--- src/rtl/shreg_sequencer_pkg.sv ---
// Shared definitions for the shift-register sequencer.
// Holds the pattern mode encodings and the sequencer state enum.
package shreg_sequencer_pkg;

    localparam logic [1:0] MODE_RL   = 2'b00;   // ring-left
    localparam logic [1:0] MODE_RR   = 2'b01;   // ring-right
    localparam logic [1:0] MODE_JOHN = 2'b10;   // Johnson (twisted ring)
    localparam logic [1:0] MODE_PP   = 2'b11;   // ping-pong, zero fill

    typedef enum logic [1:0] {
        IDLE = 2'd0,
        LOAD = 2'd1,
        RUN  = 2'd2,
        DONE = 2'd3
    } state_t;

endpackage

--- src/rtl/shreg_sequencer_datapath.sv ---
// Shift-register datapath: WIDTH-bit pattern register plus ping-pong
// direction flag.
//   clk, rst_n : clock, async active-low reset
//   load       : capture seed, reset direction to left (has priority)
//   shift_en   : apply one shift of the selected pattern
//   mode       : pattern select
//   seed       : value captured on load
//   q          : register contents
module shreg_datapath
    import shreg_sequencer_pkg::*;
#(
    parameter int WIDTH = 8
) (
    input  logic             clk,
    input  logic             rst_n,
    input  logic             load,
    input  logic             shift_en,
    input  logic [1:0]       mode,
    input  logic [WIDTH-1:0] seed,
    output logic [WIDTH-1:0] q
);

    logic [WIDTH-1:0] q_next;
    logic             dir_right;
    logic             dir_right_next;

    always_comb begin
        q_next         = q;
        dir_right_next = dir_right;
        if (load) begin
            q_next         = seed;
            dir_right_next = 1'b0;
        end else if (shift_en) begin
            case (mode)
                MODE_RL:   q_next = {q[WIDTH-2:0], q[WIDTH-1]};
                MODE_RR:   q_next = {q[0], q[WIDTH-1:1]};
                MODE_JOHN: q_next = {q[WIDTH-2:0], ~q[WIDTH-1]};
                MODE_PP: begin
                    // Bounce when the lit bit reaches the end it is heading
                    // toward; the bounce itself already moves one position.
                    if (!dir_right && q[WIDTH-1]) begin
                        q_next         = q >> 1;
                        dir_right_next = 1'b1;
                    end else if (dir_right && q[0]) begin
                        q_next         = q << 1;
                        dir_right_next = 1'b0;
                    end else if (dir_right) begin
                        q_next = q >> 1;
                    end else begin
                        q_next = q << 1;
                    end
                end
            endcase
        end
    end

    always_ff @(posedge clk or negedge rst_n) begin
        if (!rst_n) begin
            q         <= '0;
            dir_right <= 1'b0;
        end else begin
            q         <= q_next;
            dir_right <= dir_right_next;
        end
    end

endmodule

--- src/rtl/shreg_sequencer.sv ---
// Sequencer that runs the shift-register datapath through a programmed
// number of pattern steps, started by a level request and pausable.
//   clk, rst_n : clock, async active-low reset
//   start      : start request, honoured only in IDLE
//   mode       : pattern select, latched on start
//   seed       : initial register value, latched on start
//   steps      : number of shifts, latched on start
//   pause      : freezes q and the step counter while in RUN
//   q          : register contents
//   busy       : registered, high while a sequence is in progress
//   done       : registered one-cycle completion pulse
//
// state | meaning
// IDLE  | waiting for start, q holds
// LOAD  | q <= seed, counter <= steps (one cycle)
// RUN   | one shift per unpaused cycle until the counter runs out
// DONE  | sequence complete (one cycle)
//
// busy/done are the state decode delayed by one register, so they lag the
// state by a cycle: done rises the cycle after the final q value appears.
module shreg_sequencer
    import shreg_sequencer_pkg::*;
#(
    parameter int WIDTH  = 8,
    parameter int STEP_W = 8
) (
    input  logic              clk,
    input  logic              rst_n,
    input  logic              start,
    input  logic [1:0]        mode,
    input  logic [WIDTH-1:0]  seed,
    input  logic [STEP_W-1:0] steps,
    input  logic              pause,
    output logic [WIDTH-1:0]  q,
    output logic              busy,
    output logic              done
);

    state_t            state;
    state_t            state_next;
    logic [1:0]        mode_lat;
    logic [WIDTH-1:0]  seed_lat;
    logic [STEP_W-1:0] steps_lat;
    logic [STEP_W-1:0] remaining;
    logic              load;
    logic              shift_en;

    always_comb begin
        state_next = state;
        load       = 1'b0;
        shift_en   = 1'b0;
        case (state)
            IDLE: begin
                if (start) state_next = LOAD;
            end
            LOAD: begin
                load       = 1'b1;
                state_next = (steps_lat == '0) ? DONE : RUN;
            end
            RUN: begin
                if (!pause) begin
                    shift_en = 1'b1;
                    if (remaining == STEP_W'(1)) state_next = DONE;
                end
            end
            DONE: begin
                state_next = IDLE;
            end
        endcase
    end

    always_ff @(posedge clk or negedge rst_n) begin
        if (!rst_n) begin
            state     <= IDLE;
            mode_lat  <= '0;
            seed_lat  <= '0;
            steps_lat <= '0;
            remaining <= '0;
            busy      <= 1'b0;
            done      <= 1'b0;
        end else begin
            state <= state_next;
            busy  <= (state != IDLE);
            done  <= (state == DONE);
            if (state == IDLE && start) begin
                mode_lat  <= mode;
                seed_lat  <= seed;
                steps_lat <= steps;
            end
            if (load) begin
                remaining <= steps_lat;
            end else if (shift_en) begin
                remaining <= remaining - STEP_W'(1);
            end
        end
    end

    shreg_datapath #(
        .WIDTH (WIDTH)
    ) u_datapath (
        .clk      (clk),
        .rst_n    (rst_n),
        .load     (load),
        .shift_en (shift_en),
        .mode     (mode_lat),
        .seed     (seed_lat),
        .q        (q)
    );

endmodule

--- config.mk ---
export PLATFORM = sky130hd
export DESIGN_NAME = shreg_sequencer
export DESIGN_NICKNAME = d
export VERILOG_FILES = /design/src/rtl/shreg_sequencer_pkg.sv /design/src/rtl/shreg_sequencer_datapath.sv /design/src/rtl/shreg_sequencer.sv
export SDC_FILE = /design/constraint.sdc
export NUM_CORES = 1
export LEC_CHECK = 0
export BUFFER_PORTS_ARGS = -buffer_cell sky130_fd_sc_hd__buf_2
export CORE_MARGIN = 2
export CORE_UTILIZATION = 55
export CTS_CLUSTER_SIZE = 30
export DETAILED_ROUTE_END_ITERATION = 8
export GPL_TIMING_DRIVEN = 0
export PLACE_DENSITY = 0.78
export SLEW_MARGIN = 15
export SYNTH_ARGS = -nofsm -noshare
export SYNTH_HDL_FRONTEND = slang
export SYNTH_HIERARCHICAL = 1
export SYNTH_SLANG_ARGS = --single-unit
--- constraint.sdc ---
create_clock -name clk -period 2.7 [get_ports clk]
set_input_delay 0.135 -clock clk [delete_from_list [all_inputs] [get_ports clk]]
set_output_delay 0.135 -clock clk [all_outputs]
set_load 0.005 [all_outputs]
==> qor.txt <==
CTS tree: yes
Worst hold path type: in -> reg
Hold Crit Depth: 2
Worst Path Max Fanout: 9
Synth cell types: 38
Area grow syn2layout: 17.6%
Crit path DAT: 2.53 ns
Worst Path Required: 2.96 ns
Core area: 3420 sq um
Worst r2r path cells: 9
Net Count, Synth: 217
Critical path endpoint category: flip-flop
Leakage: 1.05 nW
Starting Density: 58.8%
Post-Synthesis Cell Area: 2010 sq um
H-tree depth: 2
Routability congestion estimate: 0.844
Cell count after synthesis: 188
Num CTS Buffers: 5
Synth Area in XOR/XNOR: 3.05%
Startpoint types: flip-flop
DR vias: 1571
Measured slew at the worst slew-check pin: 0.847 ns
Number of DRC markers in iteration 0: 147
Final Setup Violations: 0
First-pass GRT wire length: 7250 microns
Tot GR Track Use: 22.4%
Hold Violations, Final: 0
Post-synthesis mux area share: 12.3%
Multi-input logic area: 938 sq um
Worst Setup Path Type: reg -> reg
Row Count: 21
Fin crit period: 2.27 ns
Post-DRT Antenna Nets: 0
Fmax: 441 MHz
Final Skew: 0.00465 ns
Layout cell share with drive strength beyond 1: 29.0%
Post-synth EDFFs: 0
Layout Nets: 259
Synth warnings: 6
Unrepaired setup endpoints after global routing: no
Largest family of logic cells by synthesized area: simple AND/OR/NAND/NOR gates
Status: finished clean
Util after Layout: 69.1%
Ys flop type: dfrtp_1
Post-synth ARST share: 100%
Worst r2r src: state[0]
Chip Width: 64.4 microns
Sequential cell area fraction in the yosys report: 48.6%
Clock Sinks: 39
Worst-path clk slew: 0.11 ns
Vias per cell: 5.67
Max Cap Viol: 0
Die ar.: 4150 sq um
Die height: 64.4 microns
PortBufs: 31
Hold_ws: 0.0164 ns
Synth Register Bits: 39
Insertion delay to the later sink of the worst-skew pair: 0.34 ns
Largest net degree at the start of global routing: 40
Initial antenna violation count: 0
Hold path start: steps[6]
First-pass DRT Iterations: 4
Final slew viol count: 0
Reg2Reg Setup Slack: 0.43 ns
Drc violations: 0
Vias in the first global route: 1605
Period Utilization, post-route: 84.0%
Io pins: 32
Total Wirelength: 4120 microns
Ant diodes: 0
Peak VDD IR: 606 uV
Setup_tns: 0 ns
Wirelength per Cell: 14.9 microns
Worst reg2reg endpoint: u_datapath/q[0]
Fill count: 272
Total power: 2.76 mW
Post-synthesis simple-gate area fraction: 14.2%
Grt ovf: 0
Slew margin rel.: 43.5%
Synth Area in Compound Gates: 12.8%
Syn avg cell area: 10.7 sq um
Clk root buf: clkbuf_4
Clk buf depth: 2
Power per cell area: 1170 nW/um^2
Post-synthesis adder-cell area fraction: 4.36%
DP HPWL: 3010 microns
Hold Path Sink: steps_lat[6]
CTS resizes: 0
Register area: 976 sq um
layout by cell type (no fill, tap or decap), drive strengths merged:
| cell type | count |
|---|---|
| or4b | 1 |
| o21ai | 19 |
| o31ai | 1 |
| xnor2 | 4 |
| a21boi | 1 |
| nor2b | 4 |
| dfrtp | 39 |
| clkbuf | 12 |
| nand4 | 4 |
| nor3b | 4 |
| a21o | 5 |
| bufinv | 2 |
| xor2 | 3 |
| inv | 9 |
| and3 | 1 |
| or2b | 1 |
| mux2 | 22 |
| o31a | 1 |
| nand2 | 15 |
| and2 | 1 |
| or4 | 3 |
| o41ai | 2 |
| nor3 | 4 |
| dlygate4sd3 | 4 |
| or3 | 1 |
| buf | 33 |
| a221o | 1 |
| ha | 7 |
| nand3b | 1 |
| nand3 | 6 |
| nor2 | 7 |
| a221oi | 1 |
| a21oi | 12 |
where the power goes:
| part | internal (mW) | switching [mW] |
|---|---|---|
| logic | 0.570 | 0.582 |
| registers | 0.875 | 0.262 |
| clock network | 0.289 | 0.186 |
sequential cells by signal, summed over array words and instances, names as in the netlist:
name                  flops
remaining                 8
steps_lat                 8
done                      1
mode_lat                  2
u_datapath/q              8
seed_lat                  8
busy                      1
state                     2
u_datapath/dir_right      1
synth_stat cells, types with 2 or more instances:
cell      instances  area share [%]
a21o_1            4             1.5
clkbuf_8          2             1.4
o21ai_1           2            0.50
clkbuf_1          4            0.75
xor2_1            3             1.3
nand2_1          15             2.8
nor3b_1           4             1.5
nor3_1            4             1.0
nand3_1           6             1.5
nand4_1           4             1.2
dfrtp_1          39              49
o41ai_1           2            0.87
inv_1             8             1.5
a21oi_1          12             3.0
xnor2_1           4             1.7
ha_1              7             4.4
mux2_2           20              11
nor2b_1           4             1.2
o21ai_0          16             4.0
or4_1             3             1.1
mux2_1            2             1.1
nor2_1            7             1.3
worst max-delay path, cell delays in order (launching register included):
cell and delay [ns]:
dfrtp_1 0.44, inv_1 0.14, ha_1 0.21, nor2b_1 0.14, clkbuf_1 0.27, buf_6 0.19, nor2b_1 0.12, clkbuf_1 0.29
o21ai_0 0.16, o21ai_0 0.21
metal layers:
layer  global-route usage [%]  wire [microns]  up-vias
met1                     27.3            1630      762
met4                     5.05              50        0
met2                     40.4            2240       53
met3                     5.11             200        6
li1                         -               -      750
met5                        0               0        -
timing repair:
item | in CTS | in global routing
buffers inserted | 0 | 0
endpoints found under the hold margin | 39 | 3
hold buffers | 1 | 3
area by class of cell:
class	count	share of cell area, %
Inverter	9	1.43
Clock buffer	6	1.75
Buffer	8	2.49
Timing Repair Buffer	35	8.27
Multi-Input combinational cell	132	39.7
Sequential cell	39	41.3
Tap cell	46	2.44
Clock inverter	2	2.54
through the flow:
step / instance area (sq um) / cells / worst slack (ns)
final: 2360 / 277 / 0.433
after global routing: 2360 / 277 / 0.182
after CTS: 2330 / 274 / 0.448
after detailed placement: 2220 / 265 / 0.485
after global placement: 2220 / 265 / 0.610
after floorplan: 2010 / 188 / 0.776
worst max-delay path by stage:
stage	cells after the start	startpoint	endpoint	slack (ns)
global route	9	state[0]	u_datapath/q[0]	0.18
floorplan	8	state[0]	u_datapath/dir_right	0.78
CTS	9	state[0]	u_datapath/q[0]	0.45
detailed placement	9	state[0]	u_datapath/q[0]	0.48
global placement	8	state[0]	u_datapath/dir_right	0.61
finish	9	state[0]	u_datapath/q[0]	0.43
cells by family (layout without fill, tap and decap cells):
family,Yosys count,count (layout)
AOI/OAI and AO/OA,43,43
buffers and inverters,17,60
muxes,22,22
xor gates and xnor gates,7,7
and+or+nand+nor,53,53
adders and majority gates,7,7
DFF,39,39
(Power assumes the default switching activity.)
